`config.mk`:
```
export PLATFORM = sky130hd
export DESIGN_NAME = iterative_divider
export DESIGN_NICKNAME = d
export VERILOG_FILES = /design/src/rtl/iterative_divider.sv
export SDC_FILE = /design/constraint.sdc
export NUM_CORES = 1
export LEC_CHECK = 0
export BUFFER_PORTS_ARGS = -buffer_cell sky130_fd_sc_hd__buf_2
export CAP_MARGIN = 20
export CELL_PAD_IN_SITES_DETAIL_PLACEMENT = 0
export CELL_PAD_IN_SITES_GLOBAL_PLACEMENT = 1
export CORE_MARGIN = 2
export CORE_UTILIZATION = 45
export CTS_CLUSTER_DIAMETER = 40
export DETAILED_ROUTE_END_ITERATION = 10
export MAX_ROUTING_LAYER = met4
export PLACE_DENSITY = 0.83
export SYNTH_ARGS = -nofsm -noshare
export SYNTH_HDL_FRONTEND = slang
export SYNTH_SLANG_ARGS = --single-unit
```
`constraint.sdc`:
```
create_clock -name clk -period 5.2 [get_ports clk]
set_input_delay 0.26 -clock clk [delete_from_list [all_inputs] [get_ports clk]]
set_output_delay 0.26 -clock clk [all_outputs]
set_load 0.01 [all_outputs]
```
`src/rtl/iterative_divider.sv`:
```
// Radix-2 restoring divide/remainder unit (RV32/RV64 M-extension DIV, DIVU, REM, REMU).
// Latency: done WIDTH+1 cycles after the start cycle; divide-by-zero and signed overflow finish the cycle after start.
// Backpressure: stall holds upstream while starting or running; start is ignored while busy; flush aborts the operation.
// Ports: clk, reset (sync, active-high), start/op/a/b request, flush abort,
//        stall/busy status, done pulse with result (quotient or remainder per op).
module iterative_divider #(
  parameter int WIDTH = 32
) (
  input  logic             clk,
  input  logic             reset,
  input  logic             start,
  input  logic [1:0]       op,
  input  logic [WIDTH-1:0] a,
  input  logic [WIDTH-1:0] b,
  input  logic             flush,
  output logic             stall,
  output logic             busy,
  output logic             done,
  output logic [WIDTH-1:0] result
);

  localparam int CW = $clog2(WIDTH + 1);
  localparam logic [CW-1:0] CNT_INIT = CW'(WIDTH);
  localparam logic [CW-1:0] CNT_ONE  = CW'(1);

  typedef enum logic [1:0] {S_IDLE, S_RUN, S_DONE} state_t;

  state_t state_q, state_d;

  logic [CW-1:0]    cnt_q;
  logic [WIDTH-1:0] quo_q;     // holds the dividend magnitude, shifts into the quotient
  logic [WIDTH-1:0] rem_q;     // partial remainder
  logic [WIDTH-1:0] div_q;     // divisor magnitude
  logic             is_rem_q;
  logic             neg_quo_q;
  logic             neg_rem_q;
  logic [WIDTH-1:0] pend_q;    // final value staged for the DONE cycle
  logic [WIDTH-1:0] result_q;

  // ---------------- operand decode ----------------
  logic             accept;
  logic             is_signed;
  logic             a_neg;
  logic             b_neg;
  logic [WIDTH-1:0] a_mag;
  logic [WIDTH-1:0] b_mag;
  logic             div_zero;
  logic             sgn_ovf;
  logic             special;
  logic [WIDTH-1:0] special_res;

  assign accept    = (state_q == S_IDLE) && start && !flush;
  assign is_signed = ~op[0];
  assign a_neg     = is_signed & a[WIDTH-1];
  assign b_neg     = is_signed & b[WIDTH-1];
  // Two's-complement negation of the most negative value yields 2^(WIDTH-1),
  // which is its correct magnitude when read as unsigned.
  assign a_mag     = a_neg ? -a : a;
  assign b_mag     = b_neg ? -b : b;
  assign div_zero  = (b == '0);
  assign sgn_ovf   = is_signed && (a == {1'b1, {(WIDTH-1){1'b0}}}) && (b == '1);
  assign special   = div_zero | sgn_ovf;
  // Divide by zero: quotient all ones, remainder = dividend.
  // Overflow: quotient = dividend, remainder 0.
  assign special_res = div_zero ? (op[1] ? a : '1) : (op[1] ? '0 : a);

  // ---------------- restoring step ----------------
  logic [WIDTH:0]   rem_shift;
  logic [WIDTH:0]   diff;
  logic             ge;
  logic [WIDTH-1:0] rem_step;
  logic [WIDTH-1:0] quo_step;
  logic [WIDTH-1:0] fin_val;

  assign rem_shift = {rem_q, quo_q[WIDTH-1]};
  assign diff      = rem_shift - {1'b0, div_q};
  assign ge        = ~diff[WIDTH];
  assign rem_step  = ge ? diff[WIDTH-1:0] : rem_shift[WIDTH-1:0];
  assign quo_step  = {quo_q[WIDTH-2:0], ge};
  assign fin_val   = is_rem_q ? (neg_rem_q ? -rem_step : rem_step)
                              : (neg_quo_q ? -quo_step : quo_step);

  // ---------------- FSM: state register ----------------
  always_ff @(posedge clk) begin
    if (reset) state_q <= S_IDLE;
    else       state_q <= state_d;
  end

  // ---------------- FSM: next state ----------------
  always_comb begin
    state_d = state_q;
    unique case (state_q)
      S_IDLE: if (accept) state_d = special ? S_DONE : S_RUN;
      S_RUN: begin
        if (flush)                 state_d = S_IDLE;
        else if (cnt_q == CNT_ONE) state_d = S_DONE;
      end
      S_DONE:  state_d = S_IDLE;
      default: state_d = S_IDLE;
    endcase
  end

  // ---------------- FSM: outputs ----------------
  always_comb begin
    stall  = accept || (state_q == S_RUN);
    busy   = (state_q != S_IDLE);
    done   = (state_q == S_DONE) && !flush;
    // The staged value is shown during the done cycle; the register keeps it afterwards.
    result = done ? pend_q : result_q;
  end

  // ---------------- datapath ----------------
  always_ff @(posedge clk) begin
    if (reset) begin
      cnt_q     <= '0;
      quo_q     <= '0;
      rem_q     <= '0;
      div_q     <= '0;
      is_rem_q  <= 1'b0;
      neg_quo_q <= 1'b0;
      neg_rem_q <= 1'b0;
      pend_q    <= '0;
      result_q  <= '0;
    end else begin
      if (accept) begin
        quo_q     <= a_mag;
        rem_q     <= '0;
        div_q     <= b_mag;
        cnt_q     <= special ? '0 : CNT_INIT;
        is_rem_q  <= op[1];
        neg_quo_q <= a_neg ^ b_neg;
        neg_rem_q <= a_neg;
        pend_q    <= special_res;
      end else if (state_q == S_RUN) begin
        if (flush) begin
          cnt_q <= '0;
        end else begin
          quo_q <= quo_step;
          rem_q <= rem_step;
          cnt_q <= cnt_q - CNT_ONE;
          if (cnt_q == CNT_ONE) pend_q <= fin_val;
        end
      end else if (state_q == S_DONE && !flush) begin
        result_q <= pend_q;
      end
    end
  end

endmodule

```
== Word level (Yosys, flattened, before mapping) ==
Index checks and enable logic that the tools add are counted.

* $add $sub $neg: 6
* Equal/unequal tests: 8
* Muxes and demuxes: 26
* Bitwise operators: 9
* Reduce and logical (&&, ||, !) cells: 18

{| class="wikitable"
|+ Operators by type and width
! cell !! number
|-
| two-way mux 32 bit || 17
|-
| negation 32 bit || 4
|-
| equality test 32 bit (second input constant) || 2
|-
| subtractor 33 x 32 -> 33 bit || 1
|-
| zero test 32 bit || 1
|-
| two-way mux 6 bit || 4
|-
| two-way mux 2 bit || 4
|-
| AND reduction 2 bit || 4
|-
| equality test 6 x 1 -> 1 bit (second input constant) || 1
|-
| nonzero test 2 bit || 3
|-
| subtractor 6 x 1 -> 6 bit (second input constant) || 1
|-
| logical AND 1 bit || 5
|-
| inverter 1 bit || 5
|-
| one-hot mux 2 bit (2 select lines) || 1
|-
| != test 3 bit (second input constant) || 1
|-
| AND reduction 3 bit || 1
|-
| bitwise AND 1 bit || 2
|-
| equality test 2 x 1 -> 1 bit (second input constant) || 1
|-
| equality test 2 bit (second input constant) || 1
|-
| zero test 2 bit || 1
|-
| != test 2 x 1 -> 1 bit (second input constant) || 1
|-
| != test 2 bit (second input constant) || 1
|-
| OR reduction 2 bit || 1
|-
| zero test 1 bit || 1
|-
| 3 further kinds || 3
|}

* Register bits: 171
* Input bits: 70
* Output and inout port bits: 35
* Word-level logic and storage cells: 77

== Depth between registers and ports, before layout ==
* Depth in word-level cells: 9
* Gate-level depth with buffers: 24
* Depth with buffers taken out: 21

== Least setup slack after synthesis ==
Ideal clock, no wire load.

* Path type: flip-flop to flip-flop
* From: register quo_q[31]
* To: register pend_q[24]
* Setup time: 0.133 ns
* Data arrival time: 4.441 ns
* Data required time: 5.067 ns
* Setup slack: 0.626 ns
* Cell stages (with the launch flop): 25
* Buffers on the path: 3
* Clock period less this slack: 4.574 ns
* Cell sequence: dfxtp_1 -> inv_1 -> ha_1 -> inv_1 -> fa_1 -> a211oi_1 -> o21bai_1 -> o211ai_2 -> a31oi_4 -> nor3_2 -> nor2_8 -> inv_2 -> buf_4 -> buf_2 -> o21ai_0 -> inv_1 -> ha_1 -> nand3b_1 -> a21oi_2 -> a41oi_2 -> or4_1 -> buf_2 -> o31ai_4 -> xnor2_1 -> a21oi_1

* Longest elaborated chain between the ends: 9
* Elaborated cells on any way between the ends: 12
* Classes of those cells: add/sub (3); mux (8); bitwise (1)

{| class="wikitable"
|+ RTL lines
! element !! line !! RTL
|-
| start: declaration || 31 || <nowiki>logic [WIDTH-1:0] quo_q;</nowiki>
|-
| start signal: assignment || 126 || <nowiki>quo_q <= a_mag;</nowiki>
|-
| start signal: assignment || 138 || <nowiki>quo_q <= quo_step;</nowiki>
|-
| subtractor 33 x 32 -> 33 bit || 76 || <nowiki>assign diff = rem_shift - {1'b0, div_q};</nowiki>
|-
| two-way mux 32 bit / inverter 1 bit (equally long branches) || 78, 77 ||
|-
| negation 32 bit, on equally long branches || 80, 81 ||
|-
| two-way mux 32 bit, on equally long branches || 80, 81 ||
|-
| two-way mux 32 bit * || 80 || <nowiki>assign fin_val = is_rem_q ? (neg_rem_q ? -rem_step : rem_step)</nowiki>
|-
| two-way mux 32 bit * || 141 || <nowiki>if (cnt_q == CNT_ONE) pend_q <= fin_val;</nowiki>
|-
| two-way mux 32 bit * || 135 || <nowiki>if (flush) begin</nowiki>
|-
| two-way mux 32 bit * || 134 || <nowiki>end else if (state_q == S_RUN) begin</nowiki>
|-
| two-way mux 32 bit * || 125 || <nowiki>if (accept) begin</nowiki>
|-
| end signal: assignment || 133 || <nowiki>pend_q <= special_res;</nowiki>
|-
| end signal: assignment || 141 ||
|-
| end: declaration || 37 || <nowiki>logic [WIDTH-1:0] pend_q;</nowiki>
|}

Every way passes the cells marked *; elsewhere a longest branch is shown, timed or not. The select of a mux whose other input is x is not followed.
A chain may end at the register's enable or synchronous reset.

== Worst setup path after layout ==
* From: register quo_q[31]
* To: register pend_q[22]

Same word-level chain as after synthesis.

==> metrics.md <==
| Metric | Value |
|---|---|
| Ys Warns | `0` |
| Least-Margin Pin Slew | `1.15 ns` |
| Initial antenna violation count | `1` |
| Avg Inst Size Synth | `7.38 um2` |
| WP data arrival | `5.11 ns` |
| Seq cells post-synth | `171` |
| LEAKAGE | `5.37 nW` |
| Top delay family on crit path | `compound AO/OA/AOI/OAI gates` |
| Final period util | `91.7%` |
| Post-Route WL | `45.4 mm` |
| Slew Limit Headroom | `23.0%` |
| Mapped Nets | `1851` |
| Part of the power in combinational logic | `42.7%` |
| Critical path data required time | `5.55 ns` |
| Vias in the first global route | `12100` |
| First-pass GRT wire length | `70.6 mm` |
| Worst setup margin | `0.434 ns` |
| Area Overhead vs Synth | `11.0%` |
| Top cell type by total area after synthesis | `dfxtp_1` |
| Gates resized, CTS repair | `0` |
| PwrDens | `351 nW/um2` |
| Placer Congestion | `0.928` |
| Setup TNS | `0 ns` |
| Die area | `29900 um2` |
| Clk_lat worst skew | `0.46 ns` |
| Wirelength per Cell | `20.9 um` |
| # setup viols final | `0` |
| Starting Density | `46.0%` |
| Switch Pwr | `2.08 mW` |
| Post-synth top cells | `nor2_1 (229), dfxtp_1 (171), nand2_1 (164)` |
| Endpoints failing hold | `0` |
| Clock skew | `0.0212 ns` |
| Synth Area in Compound Gates | `27.2%` |
| Adder-cell share of the synthesized area | `3.96%` |
| Synthesized instance count | `1741` |
| First-pass iteration count of the detailed router | `6` |
| CTS tree | `built` |
| Outcome | `complete, no violations` |
| Total number of vias | `13300` |
| Setup repair bufs after CTS | `0` |
| DR DRC count | `0` |
| Ports | `105` |
| Post-Synth XOR/XNOR Area | `8.73%` |
| Port buffer count | `104` |
| Max Buffers Root-to-Sink | `2` |
| Die H | `173 um` |
| Total clock sinks | `171` |
| Drt first-iter violations | `1291` |
| Layout cells sized above 1 | `12.7%` |
| Clock power share | `28.0%` |
| Reg power frac | `29.3%` |
| Yosys cell types | `80` |
| Maximum vdd drop | `0.000287 V` |
| Largest net degree at the start of global routing | `90` |
| Slowest cell delay on critical path | `0.72 ns` |
| Critical Path Fanout Max | `13` |
| Final non-filler cell total | `2169` |
| Yosys top cell area share | `26.7%` |
| Vias/cell | `6.14` |
| Cell Chain, Critical Path | `inv_1, ha_1, inv_1, fa_1, a211oi_1, o21bai_1, o211ai_2, a31oi_4, o21a_2, nor2_8, mux2i_1, ha_1, nand3b_1, a21oi_2, a41oi_2, or4_1, a21oi_1, o21ai_1, a311oi_1` |
| Site Rows | `61` |
| Synthesized area | `12800 um2` |
| Max Fclk | `210 MHz` |
| # hold bufs at CTS | `0` |
| Post-DP HPWL | `34.1 mm` |
| Fin util | `51.0%` |
| Post-synth EDFFs | `0` |
| Cts bufs inserted | `17` |
| Final nets | `1887` |
| Most common cell in the synthesized netlist | `nor2_1` |
| Final Slew Violations | `0` |
| Placed insts | `2136` |
| Seq/Total Area, Yosys | `26.7%` |
| Worst Setup Path Type | `register to register` |
| Total GRT Usage | `30.7%` |
| Tmin final | `4.77 ns` |
| Max-Cap Viols | `0` |
| Async S/R FF share, synth | `0%` |
| RSZ-0062 raised after global routing | `false` |
| Switching share of power | `41.6%` |
| Int Power | `2.92 mW` |
| Synth top area cells | `dfxtp_1 (27%), nor2_1 (6.7%), a21oi_1 (6.1%)` |
| Simple-gate share of the synthesized area | `22.5%` |
| Main combinational cell family by area after synthesis | `compound AO/OA/AOI/OAI gates` |
| Overflow after GRT | `0` |
| Main flop type after synthesis | `dfxtp_1` |
| Worst Hold Class | `input port to register` |
| H-Tree Level Count | `4` |
| CTS root buf | `clkbuf_16` |
| Dpl ws | `0.501 ns` |
| Total chip power | `5.00 mW` |
| Clock transition at path regs | `0.08 ns` |
| Worst Path Buf+Inv | `2` |
| ANT nets after route | `0` |
| CP max stage cell | `or4_1` |
| Die X | `173 um` |
| Core area | `27900 um2` |
| Kind of start point of the critical path | `register` |
| Post-synthesis mux area share | `5.50%` |
| Crit. End Element | `register` |
-- per-stage QoR --
| stage | area [um2] | hold WS [ns] |
|---|---|---|
| after global placement | 13600 | 0.440 |
| after global routing | 14300 | 0.135 |
| after CTS | 14300 | 0.123 |
| after floorplan | 12800 | 0.396 |
| final | 14300 | 0.133 |
| after detailed placement | 13600 | 0.448 |
-- logic make-up after synthesis --
kind of cell / count (synthesis)
flip-flops: 171
buffers and inverters: 178
adder cells (fa/ha/maj): 40
multiplexers: 66
AO/OA/AOI/OAI: 535
AND/OR/NAND/NOR: 623
XOR/XNOR: 128
-- per-layer routing --
layer	routed length, um	track usage, %	part of all wire, %
met1	21500	43.4	47
met2	19800	45.8	44
met3	3340	4.77	7.4
met4	796	7.49	1.8
met5	0	-	0
-- power groups by stage --
stage | clock, mW | sequential (mW) | combinational, mW
after floorplan | 0 | 1.46 | 1.49
after global placement | 0 | 1.49 | 2.08
after detailed placement | 0 | 1.50 | 2.08
after CTS | 1.41 | 1.47 | 2.09
after global routing | 1.46 | 1.48 | 2.31
final | 1.40 | 1.47 | 2.13
-- tightest hold or removal path: cells and delay by family --
| kind | cells | cell delay, ns |
|---|---|---|
| compound gates | 1 | 0.06 |
| xor+xnor | 1 | 0.11 |
| buf+inv | 1 | 0.11 |
-- sequential cells by signal, summed over array words and instances, names as in the netlist --
register / flops
div_q: 32
pend_q: 32
quo_q: 32
rem_q: 32
result_q: 32
cnt_q: 6
state_q: 2
is_rem_q: 1
neg_quo_q: 1
neg_rem_q: 1
-- placed cells by master (no fill, tap or decap), types with 5 or more instances in the layout --
master,instances
and4_1,6
and3_1,9
dfxtp_1,171
o41ai_1,12
nor2_1,227
nor4_1,20
a211oi_1,73
a21oi_1,157
nand2b_1,10
a31oi_1,22
nand2_1,163
xnor2_1,72
clkbuf_16,17
a21o_1,6
a311oi_1,7
o21ai_1,12
o31ai_1,25
o22ai_1,6
or3_1,16
ha_1,39
a211o_1,7
or4_1,10
o21ai_0,96
buf_2,103
mux2i_1,29
o211ai_1,9
inv_1,62
a2111oi_0,9
xor2_1,56
mux2_2,37
nor3_1,50
a221oi_1,17
a22oi_1,26
and2_1,5
nand4_1,18
o21a_1,9
nand3_1,22
nor2b_1,42
buf_4,27
-- final cells by class --
class / instances / area [um2]
diodes: 1 / 2.50
well taps: 378 / 473
flip-flops and latches: 171 / 3420
inverters: 64 / 240
multi-input cells: 1392 / 8750
clock inverters: 12 / 163
clock buffers: 20 / 467
fillers: 2848 / 13700
repair buffers: 131 / 738
-- path summary, 6_finish.rpt --
path | depth (start not counted) | slack, ns | startpoint | to
worst max-delay path | 19 | 0.43 | quo_q[31]$_SDFFE_PP0P_ | pend_q[22]$_SDFFE_PP0P_
worst min register to register | 2 | 0.46 | div_q[31]$_SDFFE_PP0P_ | div_q[31]$_SDFFE_PP0P_
worst max register to register | 19 | 0.43 | quo_q[31]$_SDFFE_PP0P_ | pend_q[22]$_SDFFE_PP0P_
worst min-delay path | 3 | 0.13 | b[10] | div_q[10]$_SDFFE_PP0P_
No activity file was read; power rests on OpenSTA's default activity.
